<file path="config.mk">
export PLATFORM = sky130hd
export DESIGN_NAME = muldiv_seq_ctrl
export DESIGN_NICKNAME = d
export VERILOG_FILES = /design/src/rtl/cpu_pkg.sv /design/src/rtl/cycle_down_counter.sv /design/src/rtl/muldiv_seq_ctrl.sv
export SDC_FILE = /design/constraint.sdc
export NUM_CORES = 1
export LEC_CHECK = 0
export ABC_AREA = 1
export CAP_MARGIN = 5
export CORE_UTILIZATION = 51
export CTS_BUF_LIST = sky130_fd_sc_hd__clkbuf_4 sky130_fd_sc_hd__clkbuf_8
export DETAILED_ROUTE_END_ITERATION = 10
export GPL_TIMING_DRIVEN = 0
export MAX_ROUTING_LAYER = met4
export PLACE_DENSITY = 0.82
export SYNTH_ARGS = -nofsm -noshare
export SYNTH_HDL_FRONTEND = slang
export SYNTH_HIERARCHICAL = 1
export SYNTH_SLANG_ARGS = --single-unit
</file>
<file path="constraint.sdc">
create_clock -name clk -period 2.2 [get_ports clk]
set_input_delay 0.44 -clock clk [delete_from_list [all_inputs] [get_ports clk]]
set_output_delay 0.44 -clock clk [all_outputs]
set_load 0.02 [all_outputs]
</file>
<file path="src/rtl/cpu_pkg.sv">
// Shared CPU definitions used by the EX-stage multiply/divide sequencer.
//   state_t    : sequencer FSM states
//   OP_MUL/DIV : encoding of unit_op
//   REG_ADDR_W : register-file address width
package cpu_pkg;

   localparam int   REG_ADDR_W = 5;
   localparam logic OP_MUL     = 1'b0;
   localparam logic OP_DIV     = 1'b1;

   typedef enum logic [1:0] {
      IDLE   = 2'd0,
      ISSUE  = 2'd1,
      WAIT   = 2'd2,
      COMMIT = 2'd3
   } state_t;

endpackage

</file>
<file path="src/rtl/cycle_down_counter.sv">
// Loadable down counter that saturates at zero.
//   clk, rst  : clock, asynchronous active-high reset (count -> 0)
//   load      : load load_val (has priority over dec)
//   load_val  : value to load
//   dec       : decrement by one unless already zero
//   zero      : count == 0
module cycle_down_counter #(
   parameter int CNT_W = 6
) (
   input  logic             clk,
   input  logic             rst,
   input  logic             load,
   input  logic [CNT_W-1:0] load_val,
   input  logic             dec,
   output logic             zero
);

   logic [CNT_W-1:0] cnt;

   always_ff @(posedge clk or posedge rst) begin
      if (rst)
         cnt <= '0;
      else if (load)
         cnt <= load_val;
      else if (dec && cnt != '0)
         cnt <= cnt - 1'b1;
   end

   assign zero = (cnt == '0);

endmodule

</file>
<file path="src/rtl/muldiv_seq_ctrl.sv">
// Sequencer for the iterative multiply/divide unit in EX.
// Detects a MUL/DIV op in EX, starts the unit, stalls the front of the
// pipeline until the result is ready, then commits it with a one-cycle
// wb_valid. A watchdog bounds the wait at the expected unit latency.
//   clk, rst        : clock, asynchronous active-high reset
//   ex_valid        : non-bubble instruction in EX
//   ex_is_mul/div   : instruction class (both set -> DIV)
//   ex_rd           : destination register
//   ex_flush        : control-hazard flush
//   unit_done       : unit result valid
//   unit_start      : start pulse (ISSUE)
//   unit_op         : 0 = MUL, 1 = DIV
//   unit_abort      : cancel in-flight op
//   stall_req       : freeze PC, IF/ID, ID/EX
//   wb_valid/wb_rd  : commit strobe and destination
//   busy            : not IDLE
//   timeout_err     : sticky watchdog expiry
module muldiv_seq_ctrl
   import cpu_pkg::*;
#(
   parameter int MUL_CYCLES = 4,
   parameter int DIV_CYCLES = 33,
   parameter int CNT_W      = 6
) (
   input  logic                  clk,
   input  logic                  rst,
   input  logic                  ex_valid,
   input  logic                  ex_is_mul,
   input  logic                  ex_is_div,
   input  logic [REG_ADDR_W-1:0] ex_rd,
   input  logic                  ex_flush,
   input  logic                  unit_done,
   output logic                  unit_start,
   output logic                  unit_op,
   output logic                  unit_abort,
   output logic                  stall_req,
   output logic                  wb_valid,
   output logic [REG_ADDR_W-1:0] wb_rd,
   output logic                  busy,
   output logic                  timeout_err
);

   localparam logic [CNT_W-1:0] MUL_LOAD = CNT_W'(MUL_CYCLES);
   localparam logic [CNT_W-1:0] DIV_LOAD = CNT_W'(DIV_CYCLES);

   state_t                state, state_nxt;
   logic                  req;
   logic                  req_op;
   logic                  op_q;
   logic [REG_ADDR_W-1:0] rd_q;
   logic                  cnt_load, cnt_dec, cnt_zero;
   logic                  to_set;

   // Gated by rst so stall_req is 0 while reset is held even if an op
   // still sits in EX.
   assign req    = ex_valid & (ex_is_mul | ex_is_div) & ~ex_flush & ~rst;
   // DIV wins when both class bits are set.
   assign req_op = ex_is_div ? OP_DIV : OP_MUL;

   cycle_down_counter #(.CNT_W(CNT_W)) u_wdog (
      .clk      (clk),
      .rst      (rst),
      .load     (cnt_load),
      .load_val (req_op == OP_DIV ? DIV_LOAD : MUL_LOAD),
      .dec      (cnt_dec),
      .zero     (cnt_zero)
   );

   always_ff @(posedge clk or posedge rst) begin
      if (rst)
         state <= IDLE;
      else
         state <= state_nxt;
   end

   // The counter also decrements in ISSUE, so WAIT cycle k sees
   // latency-k and the watchdog expires on exactly the expected done cycle.
   always_comb begin
      state_nxt = state;
      cnt_load  = 1'b0;
      cnt_dec   = 1'b0;
      to_set    = 1'b0;
      case (state)
         IDLE: begin
            if (req) begin
               cnt_load  = 1'b1;
               state_nxt = ISSUE;
            end
         end
         ISSUE: begin
            cnt_dec   = 1'b1;
            state_nxt = ex_flush ? IDLE : WAIT;
         end
         WAIT: begin
            cnt_dec = 1'b1;
            if (ex_flush)
               state_nxt = IDLE;
            else if (unit_done)
               state_nxt = COMMIT;
            else if (cnt_zero) begin
               to_set    = 1'b1;
               state_nxt = COMMIT;
            end
         end
         COMMIT:  state_nxt = IDLE;
         default: state_nxt = IDLE;
      endcase
   end

   // Op and destination are captured when the op is accepted and held
   // through commit/abort.
   always_ff @(posedge clk or posedge rst) begin
      if (rst) begin
         op_q        <= OP_MUL;
         rd_q        <= '0;
         timeout_err <= 1'b0;
      end else begin
         if (state == IDLE && req) begin
            op_q <= req_op;
            rd_q <= ex_rd;
         end
         if (to_set)
            timeout_err <= 1'b1;
      end
   end

   // Flush in ISSUE/WAIT aborts; in COMMIT the result is older than the
   // flushed instruction and is still written back.
   assign unit_start = (state == ISSUE);
   assign unit_abort = ((state == ISSUE) || (state == WAIT)) && ex_flush;
   assign wb_valid   = (state == COMMIT);
   assign wb_rd      = wb_valid ? rd_q : '0;
   assign unit_op    = op_q;
   assign busy       = (state != IDLE);
   assign stall_req  = ((state == IDLE) && req) || (state == ISSUE) || (state == WAIT);

endmodule

</file>
==> out/results.ini, run 1 <==
[status]
run_status=complete, no violations

[cts]
tritoncts=done
ctsHtreeMaxLevel=1
clk_path_buf_depth=2
insertion_delay_ns=0.28
tritoncts_num_sinks=15
cts.clk_slew.worst_paths_ns=0.10
cts_bufs_inserted=3
post-cts-setup-buffer-count=0
clk_root_buf=clkbuf_4

[drt]
routed_via_density=4.823
antenna_violating_nets_post_route=0
detail_route.first_pass.iterations=4
drt-total-wl_um=2252
drcViolationCount=0
detailroute.via_count=897
dr.first_iter.drc_count=16
detail_route.wl_per_cell_um=12.11

[floorplan]
die_h_um=46.64
core-area_sq_um=1802
placementRows=15
die_width_um=46.64
design.portCount=24
die_area_sq_um=2175
initial_utilization_pct=56.39

[worst_setup_path]
cp_max_fo=9
worstPathCellList=clkdlybuf4s50_1 -> inv_2 -> nand2_1 -> nand4_4 -> nand2_1 -> clkdlybuf4s15_2
criticalPathCategory=in2out
critPathTopFamily=buffers and inverters
critPathArrivalTime_ns=1.69
worst-endpoint-required_ns=1.76
cp-end-kind=output pin
critPathMaxStageDelay_ns=0.52
critical_path.n_buffers_inverters=3
slowest_library_cell_on_the_worst_path=clkdlybuf4s50_1
reg2reg_setup_slack_ns=0.34
cp-start-kind=primary input
critPathMostFrequentCell=nand2_1

[finish]
area.growth.synth_to_final_pct=30.66
nets=181
layoutNonFillerInstCount=186
final_common_cell=nand2_1
final_layout_size_suffix_gt1_share_pct=14.91
postLayoutCoreUtil_pct=73.68
antenna-diode-count=0
layout.cells.most_common_list=nand2_1 (48), inv_1 (21), clkdlybuf4s50_1 (18), dfrtp_1 (15), nand3_1 (9)
layout.area.seq_sq_um=375.4
multiInputGateArea_sq_um=553.0
filler_cell_count=145

[placement]
placed_cells=182
dpl.hpwl_um=1831
routabilityCongestion=0.8621
buffer_ports.inserted=23

[power_and_ir_drop]
leakage_uw=0.0007501
power.density_cell_area_nw_per_um2=1181
ir_drop_worst_vdd_mv=0.7983

[yosys]
yosys_warning_count=6
count_of_cell_types_in_the_netlist=22
syn-mean-instance-area_sq_um=7.697
ys_ff_latch=15
post_synth_inst_count=132
synth_top_flop_cell=dfrtp_1
number_of_enable_flip_flop_cells_after_synthesis=0
synth_area_sq_um=1016
synthArstFlopShare_pct=100.0
proportion_of_synthesized_chip_area_in_sequential_cells_pct=36.95

[global_routing]
grt_antenna_before_repair=0
via_count_of_the_first_global_routing_pass=874
gr-total-overflow=0
largest_net_degree_at_the_start_of_global_routing=12
global_route.usage.total_pct=24.94
grt_first_pass_wirelength_um=3581

[worst_hold_path]
hold_path_class=in2async

[sta]
clock_skew_ns=0.008288
drv_slew=0
layout_min_cycle_time_ns=2.134
timing.hold.ws_ns=0.4269
finalHoldViolCount=0
grt_setup_unrepaired=false
setup_viol_count_final=0
min_period_over_period_pct=96.99
timing.fmax_mhz=468.6

[job]
number_of_violations_of_the_max_capacitance_limit=0

## Yosys cell counts, types with 2 or more instances
library cell | instances | area, sq um
ha_1 | 7 | 87.58
inv_1 | 21 | 78.83
xnor2_1 | 2 | 17.52
dfrtp_1 | 15 | 375.4
o21ai_2 | 2 | 17.52
nand2_4 | 2 | 22.52
nand2_1 | 48 | 180.2
o21ai_0 | 2 | 10.01
nand3_1 | 9 | 45.04
inv_2 | 2 | 7.510
nor2_1 | 5 | 18.77
nand3_2 | 5 | 50.05
nor2_4 | 3 | 33.78
## layout make-up
class	instances	area share [%]
well taps	25	2.356
clock buffers	3	1.697
plain buffers	1	0.3770
flip-flops and latches	15	28.28
inverters	24	7.352
multi-input cells	94	41.66
clock inverters	1	0.3770
repair buffers	23	17.91
## power breakdown
part / total (uW) / internal (uW) / switching, uW
Combinational: 905 / 381 / 524
Sequential: 505 / 398 / 107
Clock: 158 / 67.4 / 91.0
Total: 1570 / 846 / 722
## per-stage QoR
stage,total power (uW),setup WS (ns),TNS [ns],instance area [sq um]
final,1568,0.06620,0,1328
after global routing,1697,0.002711,0,1328
after CTS,1572,0.002918,0,1313
after detailed placement,1417,-0.2934,-0.3168,1285
after global placement,1356,-0.2748,-0.2845,1285
after floorplan,1150,0.6279,0,1023
## path summary, 6_finish.rpt
path / startpoint / end / depth (start not counted)
worst max-delay path: ex_is_div / stall_req / 6
worst min-delay path: rst / timeout_err / 2
worst max register to register: state[0] / u_wdog/cnt[4] / 8
worst min register to register: timeout_err / timeout_err / 2
max in group asynchronous: rst / u_wdog/cnt[4] / 2
min in group clk: timeout_err / timeout_err / 2
## registers in the layout, indices dropped and copies added, names as in the netlist
register,count
rd_q,5
state,2
timeout_err,1
u_wdog/cnt,6
unit_op,1
## routing by layer
layer / vias to the layer above / global-route usage [%] / routed length [um]
met5: - / - / 0
met3: 4 / 2.353 / 58
met2: 20 / 45.28 / 1261
met4: 0 / 10.86 / 29
met1: 415 / 27.14 / 903
li1: 458 / - / -
## repair_timing
action,4_1_cts,5_1_grt
hold buffers,0,0
hold endpoints to repair,0,0
resized for setup,4,6
setup endpoints to repair,2,7
pin swaps,0,1
## logic make-up after synthesis
group	count (synthesis)	synth area share, %
and+or+nand+nor	75	37.68
buffers and inverters	25	9.853
DFF	15	36.95
adders and majority gates	7	8.620
AOI/OAI and AO/OA	6	3.941
xor gates and xnor gates	3	2.587
other	1	0.3691
## worst reg2reg max path: cells and delay by family, from the launching register on
| family | cells | cell delay (ns) |
|---|---|---|
| and+or+nand+nor | 3 | 0.41 |
| buffers and inverters | 4 | 0.67 |
| adders and majority gates | 1 | 0.24 |
| DFF | 1 | 0.44 |
Power figures use the tool's default switching activity.
==> run 2: changes to the inputs <==
--- a/config.mk
+++ b/config.mk
@@ -9,10 +9,11 @@
 export CAP_MARGIN = 5
 export CORE_UTILIZATION = 51
 export CTS_BUF_LIST = sky130_fd_sc_hd__clkbuf_4 sky130_fd_sc_hd__clkbuf_8
+export CTS_CLUSTER_SIZE = 8
 export DETAILED_ROUTE_END_ITERATION = 10
-export GPL_TIMING_DRIVEN = 0
 export MAX_ROUTING_LAYER = met4
 export PLACE_DENSITY = 0.82
+export SETUP_SLACK_MARGIN = 0.5
 export SYNTH_ARGS = -nofsm -noshare
 export SYNTH_HDL_FRONTEND = slang
 export SYNTH_HIERARCHICAL = 1
==> run 2 against run 1 <==
Via count up 28%. Worst setup slack better by 0.31 ns. Sequential power up 7.1%. Wire length up 63%.
==> out/results.ini, run 2 (synthesized netlist as in run 1, its figures left out) <==
[worst_setup_path]
cp_max_fo=3
worst-endpoint-required_ns=1.76
criticalPathCategory=reg2out
timing.reg2reg.worst_path_depth=9
cp-start-kind=flip-flop
reg2reg_setup_slack_ns=0.52
cp-end-kind=output pin
crit_path_start=state[0]
critical_path.reg2reg.endpoint=u_wdog/cnt[2]
critical_path.reg2reg.startpoint=state[1]
critPathArrivalTime_ns=1.38

[placement]
routabilityCongestion=0.8862
placed_area_sq_um=1318
place_ws_ns=-0.1273
dpl.hpwl_um=1685
buffer_ports.inserted=23

[sta]
drv_slew=0
clock_skew_ns=0.01088
grt_setup_unrepaired=true
setup_viol_count_final=0
layout_min_cycle_time_ns=1.825
finalHoldViolCount=0
min_period_over_period_pct=82.94
timing.fmax_mhz=548.0
final_worst_path_setup_slack_ns=0.3753

[floorplan]
core-area_sq_um=1802
placementRows=15
die_area_sq_um=2175
die_h_um=46.64
initial_utilization_pct=56.39
design.portCount=24
die_width_um=46.64

[finish]
area.growth.synth_to_final_pct=56.28
nets=199
number_of_flip_flops_in_the_largest_register=6
final_area_sq_um=1588
final_common_cell=nand2_1
filler_cell_count=86
antenna-diode-count=0
layout.cells.most_common_list=nand2_1 (40), buf_4 (13), dfrtp_1 (13), inv_1 (12), buf_6 (12)
registers.top_by_ff_count=u_wdog/cnt
final_layout_size_suffix_gt1_share_pct=41.90
top_regs=u_wdog/cnt (6), rd_q (5), state (2)

[power_and_ir_drop]
share_of_power_burned_in_the_clock_network_pct=8.7
p_sw_share_pct=48.04
sequentialPowerShare_pct=27.5
combinational_group_share_of_total_power_pct=63.9
power.density_cell_area_nw_per_um2=1242
internal-power_uw=1024
p_sw_uw=947.3
ir_drop_worst_vdd_mv=0.9235
leakage_uw=0.0008490

[status]
run_status=complete, no violations

[drt]
detailroute.via_count=1146
drt-total-wl_um=3664
detail_route.wl_per_cell_um=17.96
routed_via_density=5.618
detail_route.first_pass.iterations=4
drcViolationCount=0
dr.first_iter.drc_count=57
antenna_violating_nets_post_route=0

[cts]
tritoncts=done
ctsHtreeMaxLevel=1
clk_root_buf=clkbuf_4
cts.clk_slew.worst_paths_ns=0.11
insertion_delay_ns=0.30
cts_bufs_inserted=3
cts.hold.buffers_added=0
tritoncts_num_sinks=15
clk_path_buf_depth=2

[worst_hold_path]
hold_path_class=in2async

[job]
number_of_violations_of_the_max_capacitance_limit=0

[global_routing]
grt_antenna_before_repair=0
grt_first_pass_wirelength_um=3995
via_count_of_the_first_global_routing_pass=934
largest_net_degree_at_the_start_of_global_routing=16
gr-total-overflow=0
global_route.usage.total_pct=28.01

## run 2: stage by stage
stage          util [%]  std cells  setup TNS [ns]  power (uW)  hold WS (ns)
6_report          88.13        204               0        1972        0.4373
5_1_grt           88.13        204               0        2059        0.4755
4_1_cts           81.32        199               0        1751        0.4316
3_5_place_dp      73.13        186         -0.1490        1407        0.4528
3_3_place_gp      73.13        186         -0.1287        1365        0.4492
2_1_floorplan         -        134               0        1150        0.2310
## run 2: worst max path at each step
stage / to / depth (start not counted) / slack, ns
floorplan: u_wdog/cnt[3] / 8 / 0.63
global placement: stall_req / 6 / -0.11
detailed placement: stall_req / 6 / -0.13
CTS: stall_req / 5 / 0.42
global route: stall_req / 5 / 0.34
finish: stall_req / 5 / 0.38
## run 2: layout make-up
class / count / area, sq um / share of cell area (%)
Timing Repair inverter: 1 / 8.758 / 0.5516
Clock inverter: 1 / 5.005 / 0.3152
Tap cell: 25 / 31.28 / 1.970
Clock buffer: 3 / 22.52 / 1.418
Inverter: 24 / 111.4 / 7.013
Multi-Input combinational cell: 94 / 640.6 / 40.35
Sequential cell: 15 / 377.9 / 23.80
Timing Repair Buffer: 41 / 390.4 / 24.59
## run 2: per-layer routing
layer	track usage, %	routed length, um	share of wire [%]	up-vias
met1	30.99	1261	34	525
met4	13.71	261	7.1	0
met2	46.67	1848	50	91
met3	6.667	293	8.0	34
li1	-	-	-	496
met5	-	0	0	-
## run 2: timing repair
| action | 4_1_cts | 5_1_grt |
|---|---|---|
| gates resized for setup | 69 | 33 |
| pin swaps | 6 | 6 |
| endpoints found under the setup margin | 13 | 17 |
| buffers inserted | 9 | 4 |
| cloned | 0 | 1 |
## run 2: critical path, cell delays in order, from the launching register on
cell	delay, ns
dfrtp_2	0.47
buf_6	0.14
ha_4	0.16
nor2_4	0.12
nand2_2	0.07
buf_6	0.13
## run 2: power groups by stage
stage                     clock network (uW)  logic, uW  registers [uW]
final                                    171       1260             541
after global routing                     183       1330             550
after CTS                                170       1070             513
after detailed placement                   0        904             503
after global placement                     0        870             495
after floorplan                            0        659             492
==> run 3: changes to the inputs <==
==> constraint.sdc (replaced) <==
create_clock -name clk -period 1.8 [get_ports clk]
set_input_delay 0.36 -clock clk [delete_from_list [all_inputs] [get_ports clk]]
set_output_delay 0.36 -clock clk [all_outputs]
set_load 0.02 [all_outputs]
==> run 3 against run 2 <==
Global-route usage rose by 5.3 points. Sequential power grew 20%. Core utilization up 1.9 points. Non-clock buffer count stayed put. Cell count stayed put. Combinational power rose by 36%. Via count rose by 0.44%. Critical path type is now in2out. Highest routed layer unchanged. Critical endpoint unchanged.
==> out/results.ini, run 3 (synthesized netlist as in run 1, its figures left out) <==
[drt]
drcViolationCount=0
detailroute.via_count=1151
detail_route.wl_per_cell_um=18.09
routed_via_density=5.642
detail_route.first_pass.iterations=4
antenna_violating_nets_post_route=0
drt-total-wl_um=3691
dr.first_iter.drc_count=28

[sta]
layout_min_cycle_time_ns=1.752
min_period_over_period_pct=97.34
drv_slew=0
setup_viol_count_final=0
setup_total_negative_slack_ns=0
finalHoldViolCount=0
timing.hold.ws_ns=0.3313
timing.fmax_mhz=570.7
grt_setup_unrepaired=true
clock_skew_ns=0.01038

[finish]
antenna-diode-count=0
registers.top_by_ff_count=u_wdog/cnt
layout.cells.most_common_list=nand2_1 (40), buf_4 (17), dfrtp_1 (14), inv_1 (13), nand3_2 (10)
multiInputGateArea_sq_um=698.2
top_regs=u_wdog/cnt (6), rd_q (5), state (2)
final_common_cell=nand2_1
filler_cell_count=81
layout.area.seq_sq_um=376.6
area.growth.synth_to_final_pct=59.61
nets=199
postLayoutCoreUtil_pct=90.00
layoutNonFillerInstCount=204
final_layout_size_suffix_gt1_share_pct=46.93
number_of_flip_flops_in_the_largest_register=6

[global_routing]
grt_first_pass_wirelength_um=4719
gr-total-overflow=0
grt_antenna_before_repair=0
largest_net_degree_at_the_start_of_global_routing=11
global_route.usage.total_pct=33.33
via_count_of_the_first_global_routing_pass=1043

[cts]
tritoncts_num_sinks=15
cts.clk_slew.worst_paths_ns=0.10
tritoncts=done
clk_path_buf_depth=2
clk_root_buf=clkbuf_4
insertion_delay_ns=0.31
cts.hold.buffers_added=0
ctsHtreeMaxLevel=1
cts_bufs_inserted=3

[worst_setup_path]
cp_max_fo=2
worst-endpoint-required_ns=1.44
slowest_library_cell_on_the_worst_path=clkdlybuf4s50_1
cp-end-kind=output pin
criticalPathCategory=in2out
critPathMaxStageDelay_ns=0.48
critPathArrivalTime_ns=1.39
cp-start-kind=primary input
worstPathCellList=clkdlybuf4s50_1 -> inv_1 -> nand2_1 -> nand4_4 -> nand2_2 -> buf_6
critical_path.n_buffers_inverters=3
critPathTopFamily=buffers and inverters

[placement]
dpl.hpwl_um=1812
placed_cells=190
buffer_ports.inserted=23
routabilityCongestion=0.8808

[floorplan]
die_area_sq_um=2175
placementRows=15
die_h_um=46.64
die_width_um=46.64
core-area_sq_um=1802
design.portCount=24
initial_utilization_pct=56.39

[job]
number_of_violations_of_the_max_capacitance_limit=0

[power_and_ir_drop]
post-layout-total-power_uw=2571
ir_drop_worst_vdd_mv=1.435
leakage_uw=0.0008521
power.density_cell_area_nw_per_um2=1586

[worst_hold_path]
hold_path_class=in2async

[status]
run_status=complete, no violations

[run 3: changes by cell type in the layout (fill, tap and decap cells not counted), sizes merged]
| cell | before | now |
|---|---|---|
| buf | 28 | 30 |
| clkdlybuf4s50 | 8 | 9 |
| clkinv | 2 | 3 |
| clkinvlp | 1 | 0 |
| dlygate4sd2 | 4 | 2 |
| dlymetal6s2s | 1 | 0 |
[run 3: area by class of cell]
cell class | instances | area share, %
clock inverters | 1 | 0.3086
inverters | 24 | 7.099
flip-flops and latches | 15 | 23.23
repair buffers | 41 | 22.45
well taps | 25 | 1.929
clock buffers | 3 | 1.389
repair inverters | 1 | 0.5401
multi-input cells | 94 | 43.06
[run 3: per-layer routing]
| layer | share of wire (%) | track usage [%] | vias to the layer above |
|---|---|---|---|
| met2 | 53 | 56.94 | 76 |
| met1 | 34 | 35.37 | 541 |
| met3 | 6.5 | 6.667 | 38 |
| met4 | 6.6 | 18.86 | 0 |
| li1 | - | - | 496 |
| met5 | 0 | - | - |
[run 3: per-stage QoR]
step	worst slack (ns)	instance area (sq um)
after CTS	0.1185	1541
after global routing	-0.04423	1622
after floorplan	0.4694	1080
after global placement	-0.3468	1394
after detailed placement	-0.3657	1394
final	0.04789	1622
[run 3: worst paths after layout]
path | end | depth (start not counted) | from | slack (ns)
min | u_wdog/cnt[3] | 2 | rst | 0.33
min in group clk | rd_q[0] | 2 | rd_q[0] | 0.51
min reg2reg | rd_q[0] | 2 | rd_q[0] | 0.51
max | stall_req | 6 | ex_is_mul | 0.05
max reg2reg | rd_q[4] | 7 | state[0] | 0.33
max in group asynchronous | u_wdog/cnt[2] | 2 | rst | 1.23
[run 3: worst register-to-register path, delay by kind of cell, from the launching register on]
family	cells	cell delay [ns]
buffers and inverters	3	0.49
adders and majority gates	1	0.18
DFF	1	0.44
and+or+nand+nor	3	0.25
[run 3: power breakdown]
part	switching, uW	internal, uW	total (uW)
sequential	161	489	650
clock	127	83.2	210
combinational	946	766	1710
[run 3: what timing repair did]
item	4_1_cts	5_1_grt
endpoints found under the setup margin	26	26
pin swaps	2	7
resized for setup	77	23
buffers inserted	7	2
gates cloned	1	0
